### config.mk
export PLATFORM = sky130hd
export DESIGN_NAME = user_obi_pixel_sink
export DESIGN_NICKNAME = d
export VERILOG_FILES = /design/src/rtl/obi_pkg.sv /design/src/rtl/user_obi_pixel_sink_pkg.sv /design/src/rtl/user_pixel_fifo.sv /design/src/rtl/user_obi_pixel_sink.sv
export SDC_FILE = /design/constraint.sdc
export NUM_CORES = 1
export LEC_CHECK = 0
export BUFFER_PORTS_ARGS = -buffer_cell sky130_fd_sc_hd__buf_4
export CORE_MARGIN = 10
export CORE_UTILIZATION = 44
export CTS_CLUSTER_SIZE = 20
export DETAILED_ROUTE_END_ITERATION = 6
export PLACE_DENSITY = 0.68
export SLEW_MARGIN = 40
export SYNTH_ARGS = -nofsm -noshare
export SYNTH_HDL_FRONTEND = slang
export SYNTH_SLANG_ARGS = --single-unit
### constraint.sdc
create_clock -name clk_i -period 2.5 [get_ports clk_i]
set_input_delay 0.5 -clock clk_i [delete_from_list [all_inputs] [get_ports clk_i]]
set_output_delay 0.5 -clock clk_i [all_outputs]
set_load 0.02 [all_outputs]
### src/rtl/obi_pkg.sv
// rtl/obi_pkg.sv - OBI port configuration and request/response struct types
package obi_pkg;

    typedef struct packed {
        int unsigned AddrWidth;
        int unsigned DataWidth;
        int unsigned IdWidth;
    } obi_cfg_t;

    localparam obi_cfg_t ObiDefaultConfig = '{AddrWidth: 32, DataWidth: 32, IdWidth: 4};

    typedef struct packed {
        logic        req;
        logic [31:0] addr;
        logic        we;
        logic [3:0]  be;
        logic [31:0] wdata;
        logic [3:0]  aid;
    } obi_req_t;

    typedef struct packed {
        logic        gnt;
        logic        rvalid;
        logic [31:0] rdata;
        logic [3:0]  rid;
        logic        err;
    } obi_rsp_t;

endpackage

### src/rtl/user_obi_pixel_sink_pkg.sv
// rtl/user_obi_pixel_sink_pkg.sv - register map and STATUS bit layout of the pixel sink
package user_obi_pixel_sink_pkg;

    // Register index taken from addr[3:2]
    typedef enum logic [1:0] {
        RegData   = 2'd0,
        RegStatus = 2'd1,
        RegCtrl   = 2'd2,
        RegResult = 2'd3
    } reg_idx_e;

    localparam int unsigned StatusEmptyBit = 0;
    localparam int unsigned StatusFullBit  = 1;
    localparam int unsigned StatusCountLsb = 2;

    // The sticky bit sits directly above the count field, whose width depends on the FIFO depth
    function automatic int unsigned status_sticky_bit(input int unsigned count_width);
        return StatusCountLsb + count_width;
    endfunction

endpackage

### src/rtl/user_pixel_fifo.sv
// rtl/user_pixel_fifo.sv - synchronous pixel word FIFO with push/pop/flush and occupancy count
// Ports: clk_i, rst_ni (async active-low), i_push/i_data, i_pop, i_flush,
//        o_data (head word), o_full, o_empty, o_count (0..Depth)
module user_pixel_fifo #(
    parameter  int unsigned Depth = 4,
    parameter  int unsigned Width = 32,
    localparam int unsigned PW    = $clog2(Depth),
    localparam int unsigned CW    = PW + 1
) (
    input  logic             clk_i,
    input  logic             rst_ni,
    input  logic             i_push,
    input  logic [Width-1:0] i_data,
    input  logic             i_pop,
    input  logic             i_flush,
    output logic [Width-1:0] o_data,
    output logic             o_full,
    output logic             o_empty,
    output logic [CW-1:0]    o_count
);

    logic [Width-1:0] r_mem [Depth];
    logic [PW-1:0]    r_wr_ptr;
    logic [PW-1:0]    r_rd_ptr;
    logic [CW-1:0]    r_count;
    logic             w_push;
    logic             w_pop;

    assign w_push  = i_push && !o_full;
    assign w_pop   = i_pop && !o_empty;
    assign o_full  = (r_count == CW'(Depth));
    assign o_empty = (r_count == '0);
    assign o_data  = r_mem[r_rd_ptr];
    assign o_count = r_count;

    always_ff @(posedge clk_i) begin
        if (w_push && !i_flush) begin
            r_mem[r_wr_ptr] <= i_data;
        end
    end

    // Pointers are PW bits wide so they wrap modulo Depth (Depth is a power of two)
    always_ff @(posedge clk_i or negedge rst_ni) begin
        if (!rst_ni) begin
            r_wr_ptr <= '0;
            r_rd_ptr <= '0;
            r_count  <= '0;
        end else if (i_flush) begin
            // Flush dominates any same-cycle pop or push
            r_wr_ptr <= '0;
            r_rd_ptr <= '0;
            r_count  <= '0;
        end else begin
            if (w_push) r_wr_ptr <= r_wr_ptr + 1'b1;
            if (w_pop)  r_rd_ptr <= r_rd_ptr + 1'b1;
            case ({w_push, w_pop})
                2'b10:   r_count <= r_count + 1'b1;
                2'b01:   r_count <= r_count - 1'b1;
                default: r_count <= r_count;
            endcase
        end
    end

endmodule

### src/rtl/user_obi_pixel_sink.sv
// rtl/user_obi_pixel_sink.sv - OBI subordinate that queues pixel words for compute and holds its result
// Ports: clk_i, rst_ni (async active-low), obi_req_i/obi_rsp_o (OBI bus),
//        pixels_o/pixels_valid_o/pixels_ready_i (FIFO head to compute),
//        result_i/result_valid_i (result capture from compute)
module user_obi_pixel_sink
    import user_obi_pixel_sink_pkg::*;
#(
    parameter obi_pkg::obi_cfg_t ObiCfg    = obi_pkg::ObiDefaultConfig,
    parameter type               obi_req_t = obi_pkg::obi_req_t,
    parameter type               obi_rsp_t = obi_pkg::obi_rsp_t,
    parameter int unsigned       FifoDepth = 4
) (
    input  logic                        clk_i,
    input  logic                        rst_ni,
    input  obi_req_t                    obi_req_i,
    output obi_rsp_t                    obi_rsp_o,
    output logic [ObiCfg.DataWidth-1:0] pixels_o,
    output logic                        pixels_valid_o,
    input  logic                        pixels_ready_i,
    input  logic [ObiCfg.DataWidth-1:0] result_i,
    input  logic                        result_valid_i
);

    localparam int unsigned DW        = ObiCfg.DataWidth;
    localparam int unsigned IW        = ObiCfg.IdWidth;
    localparam int unsigned CW        = $clog2(FifoDepth) + 1;
    localparam int unsigned StickyBit = status_sticky_bit(CW);

    reg_idx_e        w_idx;
    logic            w_full;
    logic            w_empty;
    logic [CW-1:0]   w_count;
    logic            w_gnt;
    logic            w_push;
    logic            w_pop;
    logic            w_flush;
    logic            w_rd_result;
    logic [DW-1:0]   w_status;
    logic [DW-1:0]   w_rdata;
    logic            w_err;
    logic            w_unused_addr;

    logic            r_rvalid;
    logic [DW-1:0]   r_rdata;
    logic            r_err;
    logic [IW-1:0]   r_rid;
    logic [DW-1:0]   r_result;
    logic            r_sticky;

    assign w_idx         = reg_idx_e'(obi_req_i.addr[3:2]);
    assign w_unused_addr = ^{obi_req_i.addr[ObiCfg.AddrWidth-1:4], obi_req_i.addr[1:0]};

    // Only a DATA write against a full FIFO waits; a same-cycle pop does not release it
    assign w_gnt = obi_req_i.req && !(obi_req_i.we && (w_idx == RegData) && w_full);

    assign w_push      = w_gnt && obi_req_i.we && (w_idx == RegData) && (&obi_req_i.be);
    assign w_flush     = w_gnt && obi_req_i.we && (w_idx == RegCtrl) && obi_req_i.wdata[0];
    assign w_rd_result = w_gnt && !obi_req_i.we && (w_idx == RegResult);
    assign w_pop       = pixels_valid_o && pixels_ready_i;

    assign pixels_valid_o = !w_empty;

    user_pixel_fifo #(
        .Depth (FifoDepth),
        .Width (DW)
    ) u_fifo (
        .clk_i   (clk_i),
        .rst_ni  (rst_ni),
        .i_push  (w_push),
        .i_data  (obi_req_i.wdata),
        .i_pop   (w_pop),
        .i_flush (w_flush),
        .o_data  (pixels_o),
        .o_full  (w_full),
        .o_empty (w_empty),
        .o_count (w_count)
    );

    always_comb begin
        w_status                        = '0;
        w_status[StatusEmptyBit]        = w_empty;
        w_status[StatusFullBit]         = w_full;
        w_status[StatusCountLsb +: CW]  = w_count;
        w_status[StickyBit]             = r_sticky;
    end

    // Response payload is decided at the grant and registered for the next cycle
    always_comb begin
        w_rdata = '0;
        w_err   = 1'b0;
        if (w_gnt) begin
            if (obi_req_i.we) begin
                unique case (w_idx)
                    RegData:   w_err = !(&obi_req_i.be);
                    RegStatus: w_err = 1'b1;
                    RegCtrl:   w_err = 1'b0;
                    RegResult: w_err = 1'b1;
                endcase
            end else begin
                unique case (w_idx)
                    RegData:   w_rdata = '0;
                    RegStatus: w_rdata = w_status;
                    RegCtrl:   w_rdata = '0;
                    RegResult: w_rdata = r_result;
                endcase
            end
        end
    end

    always_ff @(posedge clk_i or negedge rst_ni) begin
        if (!rst_ni) begin
            r_rvalid <= 1'b0;
            r_rdata  <= '0;
            r_err    <= 1'b0;
            r_rid    <= '0;
        end else begin
            r_rvalid <= w_gnt;
            r_rdata  <= w_rdata;
            r_err    <= w_err;
            r_rid    <= w_gnt ? obi_req_i.aid : '0;
        end
    end

    // A capture wins over the read-clear so a result arriving during a RESULT read is not lost
    always_ff @(posedge clk_i or negedge rst_ni) begin
        if (!rst_ni) begin
            r_result <= '0;
            r_sticky <= 1'b0;
        end else if (result_valid_i) begin
            r_result <= result_i;
            r_sticky <= 1'b1;
        end else if (w_rd_result) begin
            r_sticky <= 1'b0;
        end
    end

    always_comb begin
        obi_rsp_o        = '0;
        obi_rsp_o.gnt    = w_gnt;
        obi_rsp_o.rvalid = r_rvalid;
        obi_rsp_o.rdata  = r_rdata;
        obi_rsp_o.rid    = r_rid;
        obi_rsp_o.err    = r_err;
    end

endmodule

## Word-level counts from Yosys, hierarchy flattened

Memory sizes are Yosys's and may differ from the RTL's.
Cells that the tools add are included.

| word-level totals | value |
|---|---|
| memories kept | 1 |
| memory bits (writable) | 128 |
| flip-flop bits (word level) | 78 |

| operators by class | value |
|---|---|
| equality and inequality tests | 6 |
| reduce and logical (&&, ||, !) cells | 29 |
| add/sub/neg operators | 4 |
| multiplexer cells | 17 |

Memory list:

| name | depth | bits a word | rd ports | clocked after memory_dff | write ports | line | source |
|---|---|---|---|---|---|---|---|
| u_fifo.r_mem | 4 | 32 | 1 | 0 | 1 | user_pixel_fifo.sv:22 | `logic [Width-1:0] r_mem [Depth];` |

Operators with widths:

| operator | count |
|---|---|
| 32-bit one-hot mux with 3 select lines | 1 |
| 32-bit 2-to-1 mux | 2 |
| 1-bit logical AND | 14 |
| 2-bit 2-to-1 mux | 4 |
| 2-bit equality test (second input constant) | 3 |
| 1-bit logical NOT | 6 |
| 1-bit 2-to-1 mux | 6 |
| 3-bit one-hot mux with 2 select lines | 1 |
| 2-bit nonzero test | 3 |
| 2-bit by 1-bit adder with 2-bit output (second input constant) | 2 |
| 2-bit by 1-bit equality test with 1-bit output (second input constant) | 2 |
| 4-bit 2-to-1 mux | 1 |
| 4-bit AND reduction | 1 |
| 2-bit OR reduction | 2 |
| 3-bit by 1-bit adder with 3-bit output (second input constant) | 1 |
| 3-bit equality test (second input constant) | 1 |
| 3-bit logical NOT | 1 |
| 3-bit 2-to-1 mux | 1 |
| 1-bit one-hot mux with 3 select lines | 1 |
| 3-bit nonzero test | 1 |
| 3-bit by 1-bit subtractor with 3-bit output (second input constant) | 1 |
| 2-bit logical NOT | 1 |

## Depth between registers and ports, before layout

Gate-level depths: netlist of run 1.

| logic depth | value |
|---|---|
| word-level depth | 12 |
| mapped depth | 8 |
| depth with buffers taken out | 8 |

## Hierarchy

From an unflattened synthesis of run 1, not the netlist that was laid out.

| unflattened totals | value |
|---|---|
| cell total of the unflattened synthesis | 408 |
| area total of the unflattened synthesis | 7770.0 um^2 |

Modules (own cells, without submodules):

| module | cells each | area each (um^2) | instances |
|---|---|---|---|
| user_pixel_fifo | 232 | 5170.0 | 1 |
| user_obi_pixel_sink | 176 | 2600.0 | 1 |

## Worst setup path before layout of run 1

No wires, ideal clock.

| timing | value |
|---|---|
| path kind | input-to-reg |
| start | input obi_req_i[44] in the netlist's numbering |
| end | register u_fifo.r_count[2], in the netlist u_fifo.o_count[2] |
| stages | 8 |
| setup slack | 0.088 ns |
| arrival | 2.334 ns |
| path through | or2_4 -> nor4_4 -> inv_1 -> ha_1 -> fa_1 -> xnor2_1 -> or3_1 -> a21oi_1 |

| on the way | value |
|---|---|
| cells in the longest elaborated chain, start to end | 12 |
| elaborated cells between the ends (all ways) | 17 |
| those cells by class | 3 x eq/ne; 2 x mux; 12 x reduce/logical |

Ends and longest elaborated chain:

| what | line | source |
|---|---|---|
| start: declaration | user_obi_pixel_sink.sv:15 | `input obi_req_t obi_req_i,` |
| 2-bit logical NOT | user_obi_pixel_sink.sv:54, user_obi_pixel_sink.sv:56 |  |
| 1-bit logical AND (2 in series) | user_obi_pixel_sink.sv:54 | `assign w_gnt = obi_req_i.req && !(obi_req_i.we && (w_idx == RegData) && w_full);` |
| 1-bit logical NOT | user_obi_pixel_sink.sv:54 |  |
| 1-bit logical AND | user_obi_pixel_sink.sv:54 |  |
| 1-bit logical AND | user_obi_pixel_sink.sv:56, user_obi_pixel_sink.sv:57 |  |
| 1-bit logical AND (2 in series) | user_obi_pixel_sink.sv:56 | `assign w_push = w_gnt && obi_req_i.we && (w_idx == RegData) && (&obi_req_i.be);` |
| 1-bit logical AND | user_pixel_fifo.sv:29 | `assign w_push = i_push && !o_full;` |
| 2-bit by 1-bit equality test with 1-bit output / 2-bit equality test (equally long branches) | user_pixel_fifo.sv:56 | `case ({w_push, w_pop})` |
| 3-bit one-hot mux with 2 select lines | user_pixel_fifo.sv:56 |  |
| 3-bit 2-to-1 mux | user_pixel_fifo.sv:48 | `end else if (i_flush) begin` |
| end signal: assignment | user_pixel_fifo.sv:57 | `2'b10: r_count <= r_count + 1'b1;` |
| end signal: assignment | user_pixel_fifo.sv:58 | `2'b01: r_count <= r_count - 1'b1;` |
| end signal: assignment | user_pixel_fifo.sv:59 | `default: r_count <= r_count;` |
| end: declaration | user_pixel_fifo.sv:25 | `logic [CW-1:0] r_count;` |

Parallel ways exist; a longest one is shown, timed or not.
A chain may end at the register's enable or synchronous reset.

## Worst setup path in the final report of run 1

| timing | value |
|---|---|
| start | register u_fifo.r_rd_ptr[0] |
| end | output pixels_o[29] |

| on the way | value |
|---|---|
| cells in the longest elaborated chain, start to end | 1 |

Ends and longest elaborated chain:

| what | line | source |
|---|---|---|
| start: declaration | user_pixel_fifo.sv:24 | `logic [PW-1:0] r_rd_ptr;` |
| start signal: assignment | user_pixel_fifo.sv:55 | `if (w_pop) r_rd_ptr <= r_rd_ptr + 1'b1;` |
| memory read 4 x 32 bit | -- |  |
| end: declaration | user_obi_pixel_sink.sv:17 | `output logic [ObiCfg.DataWidth-1:0] pixels_o,` |

No other way between the ends.

==> reports/metrics.csv, run 1 <==
stage;metric;value;unit
outcome;status;completed;
worst_setup_path;Setup crit start kind;flip-flop;
layout;nets;666;
detailed_routing;DRC viols;0;
synthesis;Post-synth top flop;edfxtp_1;
layout;Antenna Diode Count;0;
floorplan;starting density of the core;44.5;%
global_route;overall routing resource usage;13.2;%
global_route;met3 usage;5.98;%
sta;Worst Skew;0.0134;ns
worst_setup_path;crit path DAT;1.91;ns
synthesis;Mapped Area;7650;µm²
layout;Layout area overhead;29.0;%
floorplan;die area;23100;µm²
synthesis;Seq/Total Area, Yosys;75.8;%
floorplan;Die Span Y;152;µm
floorplan;die width;152;µm
clock_network;Worst-Skew Late Latency;0.50;ns
place;Placed Cells;750;
detailed_routing;drt first pass iters;4;
global_route;GRT Max-Usage Layer;met2;
floorplan;Ports;182;
pwr;Psw;0.00246;W
worst_setup_path;Max stage delay on crit path;0.52;ns
sta;Slew Limit Fails;0;
clock_network;CTS Hold Buffers Added;0;
run;maxcap violations;0;
global_route;initial antenna violation count;0;
place;IO buf count;151;
place;Final HPWL DP;10400;µm
synthesis;Avg Synthesized Cell Area;20.3;µm²
place;RePlAce Congestion;0.697;
sta;Final Critical Period;2.41;ns
pwr;Pwr Density;927;nW/µm²
sta;Final Hold Fails;0;
clock_network;CTS Sinks;206;
worst_setup_path;critical path fanouts, max;16;
synthesis;yosys warns;0;
clock_network;Setup Buffers After CTS;0;
place;dpl ws;-0.0212;ns
sta;Worst Tran Pin Value;0.582;ns
pwr;Gate power share;24.4;%
clock_network;CTS root buf;clkbuf_16;
synthesis;async set or reset register ratio after synthesis;37.9;%
sta;unrepaired setup endpoints after global routing;no;
pwr;Static Leak;3.96;nW
synthesis;#FFs+latches synth;206;
detailed_routing;DR WL/cell;19.9;µm
sta;setup_tns;0;ns
synthesis;syn nets;493;
detailed_routing;final WL;15700;µm
pwr;part of the power in registers;42.3;%
synthesis;Post-synth EDFFs;128;
worst_setup_path;critical path required time;2.00;ns
detailed_routing;via count of the routed design;3955;
layout;fin cells;791;
sta;PnR worst setup slack;0.0948;ns
pwr;Internal;0.00668;W
worst_setup_path;Slowest-stage cell, CP;mux4_2;
clock_network;CTS max path bufs;3;
synthesis;synth unique cells;32;
pwr;total power draw;0.00915;W
sta;Final setup viols;0;
clock_network;CTS HTree Levels;1;
global_route;vias in the first global route;4388;
global_route;grt ovf;0;
hold_path;Worst Hold Class;input pin to asynchronous set/reset pin;
global_route;global-route wire length before repair;25000;µm
layout;fillers;1352;
sta;Fmax achieved;416;MHz
clock_network;TritonCTS buffer count;22;
global_route;largest net degree at the start of global routing;48;
layout;share of cells above drive strength 1;48.8;%
floorplan;core area;17200;µm²
detailed_routing;vias per inst;5.00;
synthesis;post-synthesis cell count;377;
sta;Final Cycle Share;96.2;%
worst_setup_path;WS Path Type;flip-flop to output port;
sta;Slew HR;61.2;%
detailed_routing;antenna viol nets, final;0;
clock_network;CTS tree;done;
pwr;Max VDD drop;0.550;mV
pwr;Clk network pwr share;33.3;%
pwr;Sw Ratio;26.9;%
worst_setup_path;Crit. End Element;output port;
global_route;GRT met1 Usage;15.6;%
clock_network;Clock Pin Slew Worst Setup and Hold Paths;0.06;ns
worst_setup_path;crit-path cells;clkbuf_16, mux4_2, buf_4;
floorplan;FP Rows;48;
detailed_routing;Starting DRT DRC Count;189;
global_route;GR Util met2;21.9;%
## through the flow
step                hold WS (ns)  utilization [%]  instance area, µm²
global route              0.0283             57.4                9860
global placement           0.458             53.1                9130
detailed placement         0.463             53.1                9130
floorplan                  0.204                -                7650
CTS                      0.00846             57.2                9830
finish                   0.00538             57.4                9860
## final timing paths
path | from | to | slack, ns | cells after the start
hold reg to reg | r_result[16]$_DFFE_PN0P_ | r_rdata[16]$_DFF_PN0_ | 0.47 | 1
setup reg to reg | u_fifo.o_count[2]$_DFFE_PN0P_ | u_fifo.o_count[2]$_DFFE_PN0P_ | 0.22 | 8
hold / removal | rst_ni | u_fifo.o_count[2]$_DFFE_PN0P_ | 0.005 | 1
max in group asynchronous | rst_ni | r_result[22]$_DFFE_PN0P_ | 1.83 | 2
setup / recovery | u_fifo.r_rd_ptr[0]$_DFFE_PN0P_ | pixels_o[29] | 0.09 | 3
min in group clk_i | obi_req_i[35] | u_fifo.r_mem[3][31]$_DFFE_PP_ | 0.20 | 1
## cell usage in the layout, fill, tap and decap left out, drive strengths merged
cell type,n
buf,166
edfxtp,128
dfrtp,78
and2,34
mux4,32
mux2,32
clkbuf,28
clkinv,12
inv,9
a22o,6
nor2,5
ha,5
o31ai,3
nand2,3
nor3,3
xor2,3
mux2i,3
nor3b,2
a21oi,2
a31oi,1
or2,1
nand4,1
nor4,1
or3b,1
o21bai,1
xnor2,1
o21ai,1
or3,1
o311ai,1
fa,1
bufinv,1
## timing repair
item                                    4_1_cts  5_1_grt
endpoints found under the setup margin        2       31
hold endpoints to repair                      0        0
gates resized for setup                       2        1
cloned                                        0        1
## power by group through the flow
stage	registers [W]	clock network (W)	logic [W]
6_report	0.00387	0.00305	0.00223
5_1_grt	0.00389	0.00330	0.00239
4_1_cts	0.00386	0.00315	0.00224
3_5_place_dp	0.00393	0	0.00223
3_3_place_gp	0.00392	0	0.00220
2_1_floorplan	0.00390	0	0.00138
## cell type report
type | count | area [µm²] | share of cell area (%)
Inverter | 9 | 33.8 | 0.343
Timing Repair Buffer | 167 | 1350 | 13.7
Sequential cell | 206 | 5800 | 58.8
Clock inverter | 13 | 96.3 | 0.977
Tap cell | 225 | 282 | 2.85
Multi-Input combinational cell | 144 | 1700 | 17.2
Clock buffer | 27 | 599 | 6.08
## cells in the mapped netlist (4+ instances only)
cell type | instances | area share (%)
buf_2 | 6 | 0.39
dfrtp_1 | 78 | 26
a22o_1 | 6 | 0.69
ha_1 | 5 | 0.82
inv_1 | 9 | 0.44
mux4_2 | 32 | 9.4
mux2_2 | 32 | 4.7
and2_1 | 30 | 2.5
edfxtp_1 | 128 | 50
buf_4 | 7 | 0.69
nor2_1 | 5 | 0.25
and2_2 | 4 | 0.39
## kinds of logic (layout without fill, tap and decap cells)
group	count (synthesis)	count (layout)	share of synthesized area (%)
flops	206	206	75.8
compound gates	15	15	1.47
mux	67	67	14.5
xor+xnor	4	4	0.458
buf+inv	27	216	2.06
fa+ha+maj	6	6	1.08
simple gates	52	52	4.60
## per-layer routing
metal,vias to the layer above,part of all wire [%]
met2,149,48
met4,0,1.4
li1,1789,-
met1,1999,41
met3,18,9.8
met5,-,0
## state kept, by name, indices dropped and copies added, names as in the netlist
name and cells:
r_err 1, r_rdata 32, r_result 32, r_rid 4, r_rvalid 1, r_sticky 1, u_fifo.o_count 3, u_fifo.r_mem 128
u_fifo.r_rd_ptr 2, u_fifo.r_wr_ptr 2
## worst max-delay path, delay by kind of cell, from the launching register on
kind / cells / cell delay [ns]
muxes: 1 / 0.52
buffers and inverters: 2 / 0.43
DFF: 1 / 0.46
Power figures use the tool's default switching activity.
==> inputs of run 2 (changes only) <==
--- a/config.mk
+++ b/config.mk
@@ -8,6 +8,7 @@
 export BUFFER_PORTS_ARGS = -buffer_cell sky130_fd_sc_hd__buf_4
 export CORE_MARGIN = 10
 export CORE_UTILIZATION = 44
+export CTS_BUF_LIST = sky130_fd_sc_hd__clkbuf_2
 export CTS_CLUSTER_SIZE = 20
 export DETAILED_ROUTE_END_ITERATION = 6
 export PLACE_DENSITY = 0.68
==> run 2 against run 1 <==
Effect of this change: the run now ends with setup timing left; total power decreased by 5.9%; wire length increased by 9.6%; clock power decreased by 32%; utilization increased by 3.8 points; clock skew increased by 0.032 ns; count of clock-buffer cells in the layout increased by 51; setup slack got worse by 0.24 ns; combinational power increased by 21%; largest cell class unchanged; highest routed layer unchanged; fmax decreased by 9.0%; via count increased by 12%; sequential power about the same; die area unchanged.
==> reports/metrics.csv, run 2 (synthesized netlist as in run 1, its figures left out) <==
stage;metric;value;unit;change
clock_network;TritonCTS buffer count;52;;+140%
clock_network;Worst-Skew Late Latency;0.76;ns;+0.26 ns
layout;Layout area overhead;37.5;%;
detailed_routing;via count of the routed design;4435;;+12%
detailed_routing;DR WL/cell;18.7;µm;-5.8%
sta;Final Hold Fails;0;;unchanged
layout;fin cells;920;;+16%
place;IO buf count;151;;unchanged
clock_network;Clock Pin Slew Worst Setup and Hold Paths;0.09;ns;+0.03 ns
floorplan;Ports;182;;unchanged
global_route;global-route wire length before repair;27500;µm;+10%
floorplan;Die Span Y;152;µm;unchanged
clock_network;CTS Sinks;206;;unchanged
layout;leading registers by flop count;u_fifo.r_mem: 128 flops, r_rdata: 32 flops, r_result: 32 flops;;
clock_network;CTS HTree Levels;2;;+1
layout;max reg flops;128;;unchanged
place;Placed Cells;750;;unchanged
layout;commonest non-fill, non-tap cell in the layout;buf_4;;
pwr;Pwr Density;819;nW/µm²;-12%
sta;Fmax achieved;379;MHz;-9.0%
hold_path;Worst Hold Class;input pin to flip-flop;;
layout;Post-Layout Inst Area;10500;µm²;+6.6%
clock_network;CTS max path bufs;3;;unchanged
floorplan;starting density of the core;44.5;%;unchanged
floorplan;die width;152;µm;unchanged
floorplan;FP Rows;48;;unchanged
layout;share of cells above drive strength 1;48.3;%;-0.42 points
run;maxcap violations;0;;unchanged
outcome;violated checks;setup timing;;
layout;most frequent cells in the layout;134 x buf_4, 128 x edfxtp_1, 78 x clkbuf_2;;
sta;unrepaired setup endpoints after global routing;yes;;
sta;Final Cycle Share;106;%;+9.5 points
global_route;vias in the first global route;5110;;+16%
layout;nets;776;;+17%
worst_setup_path;Crit. End Element;output port;;
detailed_routing;Starting DRT DRC Count;169;;-11%
sta;Worst Skew;0.0453;ns;+0.0319 ns
clock_network;CTS tree;done;;
worst_setup_path;critical path required time;2.00;ns;about the same
pwr;Static Leak;4.34;nW;+9.6%
detailed_routing;vias per inst;4.82;;-3.6%
detailed_routing;drt first pass iters;4;;unchanged
place;Final HPWL DP;10400;µm;unchanged
global_route;largest net degree at the start of global routing;48;;unchanged
sta;Slew Limit Fails;0;;unchanged
floorplan;die area;23100;µm²;unchanged
place;Placed Area;9130;µm²;unchanged
detailed_routing;top sig layer;met4;;
floorplan;core area;17200;µm²;unchanged
sta;PnR worst setup slack;-0.142;ns;-0.237 ns
detailed_routing;DRC viols;0;;unchanged
outcome;status;complete, but fails checks;;
layout;largest reg by FF count;u_fifo.r_mem;;
worst_setup_path;crit path DAT;2.14;ns;+0.23 ns
place;RePlAce Congestion;0.697;;unchanged
sta;Slew HR;61.1;%;-0.11 points
detailed_routing;M1 wire length;6410;µm;+0.38%
detailed_routing;met2 WL;8910;µm;+18%
pwr;Max VDD drop;0.441;mV;-20%
clock_network;CTS root buf;clkbuf_2;;
worst_setup_path;critical path fanouts, max;8;;-8
sta;Hold WS;0.148;ns;+0.143 ns
sta;Worst Tran Pin Value;0.584;ns;+0.00169 ns
detailed_routing;met3 wire len;1680;µm;+9.8%
sta;Final setup viols;32;;+32
worst_setup_path;WS Path Type;flip-flop to output port;;
global_route;initial antenna violation count;0;;unchanged
sta;setup_tns;-3.65;ns;-3.65 ns
worst_setup_path;Setup crit start kind;flip-flop;;
layout;Antenna Diode Count;0;;unchanged
sta;Final Critical Period;2.64;ns;+0.237 ns
global_route;overall routing resource usage;14.8;%;+1.6 points
detailed_routing;antenna viol nets, final;0;;unchanged
detailed_routing;final WL;17200;µm;+9.6%
global_route;grt ovf;0;;unchanged
[run 2: cell count changes in the layout (fill, tap and decap cells not counted), moves of 5 or more]
cell	previous run	this run
buf_4	158	134
buf_6	2	33
clkbuf_16	23	0
clkbuf_2	0	78
clkinv_2	7	2
dlygate4sd3_1	0	71
[run 2: through the flow]
stage                     total power [W]  utilization [%]  worst slack, ns
final                             0.00861             61.2           -0.142
after global routing              0.00912             61.2           -0.318
after CTS                         0.00887             61.5           -0.283
after detailed placement          0.00616             53.1          -0.0212
after global placement            0.00613             53.1           0.0435
after floorplan                   0.00529                -           0.0882
[run 2: layout make-up]
cell class              count  area (µm²)
clock buffers              78         390
clock inverters            11        43.8
fillers                  1306        6670
inverters                   9        33.8
multi-input cells         144        1710
flip-flops and latches    206        5800
well taps                 225         282
repair buffers            247        2250
[run 2: worst paths after layout]
kind	start	endpoint	slack (ns)	depth (start not counted)
worst max-delay path	u_fifo.r_rd_ptr[0]$_DFFE_PN0P_	pixels_o[28]	-0.14	3
worst min-delay path	obi_req_i[43]	r_err$_DFF_PN0_	0.15	4
worst max register to register	u_fifo.o_count[2]$_DFFE_PN0P_	u_fifo.o_count[2]$_DFFE_PN0P_	0.12	9
worst min register to register	r_result[25]$_DFFE_PN0P_	r_rdata[25]$_DFF_PN0_	0.46	1
max in group asynchronous	rst_ni	r_result[25]$_DFFE_PN0P_	1.55	3
min in group asynchronous	rst_ni	r_result[6]$_DFFE_PN0P_	0.27	2
[run 2: routing by layer]
layer | track usage, % | vias up
met1 | 16.1 | 2203
met5 | 0 | -
met3 | 6.86 | 19
met4 | 5.27 | 0
met2 | 24.9 | 170
li1 | - | 2043
[run 2: where the power goes]
| group | leakage, nW | internal, W | switching, W |
|---|---|---|---|
| Combinational | 1.85 | 0.00145 | 0.00124 |
| Clock | 0.351 | 0.000821 | 0.00125 |
| Sequential | 2.14 | 0.00374 | 0.000105 |
| Total | 4.34 | 0.00601 | 0.00260 |
[run 2: worst max-delay path, stage by stage (launching register included)]
cell     delay (ns)
dfrtp_2        0.50
buf_12         0.19
mux4_2         0.56
buf_6          0.16
[run 2: timing repair]
item                                    in CTS  in global routing
endpoints found under the setup margin      33                 34
gates cloned                                 3                  0
hold buffers                                71                  0
pin swaps                                    1                  1
setup buffers                                7                  3
gates resized for setup                     43                  4
endpoints found under the hold margin      209                  0
==> inputs of run 3 (changes only) <==
==> constraint.sdc (replaced) <==
create_clock -name clk_i -period 2.5 [get_ports clk_i]
set_input_delay 0.5 -clock clk_i [delete_from_list [all_inputs] [get_ports clk_i]]
set_output_delay 0.5 -clock clk_i [all_outputs]
set_load 0.05 [all_outputs]
==> run 3 against run 2 <==
Effect of this change: the flow still finishes with violations (setup timing); die area is the same; wire length rose by 0.21%; critical path type unchanged; setup slack got worse by 0.035 ns.
==> reports/metrics.csv, run 3 (synthesized netlist as in run 1, its figures left out) <==
stage;metric;value;unit;change
worst_setup_path;Crit. End Element;output port;;
clock_network;Clock Pin Slew Worst Setup and Hold Paths;0.09;ns;about the same
sta;Fmax achieved;374;MHz;-1.3%
detailed_routing;final WL;17300;µm;+0.21%
global_route;grt ovf;0;;unchanged
pwr;total power draw;0.00935;W;+8.6%
clock_network;CTS Sinks;206;;unchanged
detailed_routing;Starting DRT DRC Count;192;;+14%
layout;nets;775;;-0.13%
global_route;vias in the first global route;5118;;+0.16%
sta;Final Hold Fails;0;;unchanged
sta;Worst Skew;0.0418;ns;-0.00355 ns
floorplan;starting density of the core;44.5;%;unchanged
sta;Final Critical Period;2.68;ns;+0.0350 ns
sta;unrepaired setup endpoints after global routing;yes;;
clock_network;TritonCTS buffer count;52;;unchanged
outcome;violated checks;setup timing;;
clock_network;CTS HTree Levels;2;;unchanged
floorplan;core area;17200;µm²;unchanged
clock_network;CTS max path bufs;3;;unchanged
clock_network;CTS tree;done;;
layout;Antenna Diode Count;0;;unchanged
detailed_routing;drt first pass iters;6;;+2
detailed_routing;vias per inst;4.81;;-0.30%
pwr;Static Leak;4.34;nW;about the same
detailed_routing;via count of the routed design;4417;;-0.41%
layout;most frequent cells in the layout;133 x buf_4, 128 x edfxtp_1, 78 x clkbuf_2;;
floorplan;die width;152;µm;unchanged
global_route;largest net degree at the start of global routing;48;;unchanged
clock_network;CTS root buf;clkbuf_2;;
hold_path;Worst Hold Class;input pin to flip-flop;;
place;IO buf count;151;;unchanged
sta;Hold WS;0.149;ns;+0.000532 ns
global_route;initial antenna violation count;0;;unchanged
detailed_routing;DRC viols;0;;unchanged
floorplan;Ports;182;;unchanged
place;Placed Area;9130;µm²;unchanged
clock_network;Worst-Skew Late Latency;0.75;ns;about the same
floorplan;Die Span Y;152;µm;unchanged
global_route;overall routing resource usage;14.9;%;+0.066 points
layout;largest reg by FF count;u_fifo.r_mem;;
worst_setup_path;critical path fanouts, max;8;;unchanged
detailed_routing;DR WL/cell;18.8;µm;+0.32%
layout;share of cells above drive strength 1;48.4;%;+0.070 points
sta;Final Cycle Share;107;%;+1.4 points
pwr;Pwr Density;888;nW/µm²;+8.4%
place;dpl ws;-0.0212;ns;unchanged
layout;max reg flops;128;;unchanged
place;RePlAce Congestion;0.697;;unchanged
sta;Final setup viols;32;;unchanged
sta;Slew Limit Fails;0;;unchanged
sta;Slew HR;61.1;%;about the same
layout;leading registers by flop count;u_fifo.r_mem: 128 flops, r_rdata: 32 flops, r_result: 32 flops;;
layout;Post-Layout Inst Area;10500;µm²;+0.16%
run;maxcap violations;0;;unchanged
worst_setup_path;WS Path Type;flip-flop to output port;;
outcome;status;complete, but fails checks;;
worst_setup_path;Setup crit start kind;flip-flop;;
layout;Layout area overhead;37.7;%;
sta;Worst Tran Pin Value;0.580;ns;-0.00455 ns
worst_setup_path;critical path required time;2.00;ns;about the same
layout;commonest non-fill, non-tap cell in the layout;buf_4;;
pwr;Max VDD drop;0.595;mV;+35%
detailed_routing;antenna viol nets, final;0;;unchanged
place;Final HPWL DP;10400;µm;unchanged
floorplan;die area;23100;µm²;unchanged
worst_setup_path;crit path DAT;2.18;ns;+0.04 ns
floorplan;FP Rows;48;;unchanged
global_route;global-route wire length before repair;27600;µm;+0.45%
sta;PnR worst setup slack;-0.177;ns;-0.0350 ns
run 3: changes by cell type in the layout (fill, tap and decap cells not counted):
cell / before / now
buf_6: 33 / 28
nor3_2: 0 / 1
buf_4: 134 / 133
buf_8: 3 / 8
nor3_1: 3 / 2
run 3: path summary, 6_finish.rpt:
path                                           startpoint                       endpoint  slack, ns  depth (start not counted)
setup / recovery           u_fifo.r_rd_ptr[0]$_DFFE_PN0P_                    pixels_o[1]      -0.18                          3
hold / removal                              obi_req_i[43]                r_err$_DFF_PN0_       0.15                          4
setup reg to reg            u_fifo.o_count[1]$_DFFE_PN0P_  u_fifo.o_count[2]$_DFFE_PN0P_       0.13                          8
hold reg to reg                  r_result[25]$_DFFE_PN0P_          r_rdata[25]$_DFF_PN0_       0.46                          1
max in group asynchronous                          rst_ni       r_result[25]$_DFFE_PN0P_       1.55                          3
min in group asynchronous                          rst_ni        r_result[6]$_DFFE_PN0P_       0.27                          2
run 3: stage by stage:
step,util (%),cells,TNS [ns]
4_1_cts,61.5,921,-8.74
3_3_place_gp,53.1,750,0
2_1_floorplan,-,377,0
3_5_place_dp,53.1,750,-0.0212
5_1_grt,61.3,919,-10.26
6_report,61.3,919,-4.75
run 3: final cells by class:
cell class                 count  area (µm²)
clock buffer                  78         390
clock inverter                11        43.8
fill                        1298        6650
inverter                       9        33.8
multi-input combinational    144        1710
sequential                   206        5800
tap                          225         282
timing repair buffer         246        2260
run 3: repair_timing:
| action | in CTS | in global routing |
|---|---|---|
| cloned | 3 | 0 |
| resized for setup | 41 | 12 |
| setup buffers | 8 | 1 |
| endpoints found under the hold margin | 209 | 0 |
| endpoints found under the setup margin | 33 | 34 |
| hold buffers | 71 | 0 |
| pin swaps | 1 | 1 |
run 3: report_power, final:
part | total [W] | internal (W) | switching [W]
clock network | 0.00208 | 0.000821 | 0.00126
logic | 0.00343 | 0.00149 | 0.00194
registers | 0.00384 | 0.00374 | 0.000101
total | 0.00935 | 0.00605 | 0.00330
run 3: critical path: stages (launching register included):
cell and delay (ns):
dfrtp_2 0.50, buf_8 0.21, mux4_2 0.55, buf_8 0.17
run 3: layer usage:
metal | vias to the layer above | track usage, % | part of all wire (%)
met4 | 0 | 5.27 | 1.1
met1 | 2201 | 16.1 | 38
met2 | 160 | 25.1 | 51
met3 | 16 | 6.86 | 9.3
met5 | - | 0 | 0
li1 | 2040 | - | -
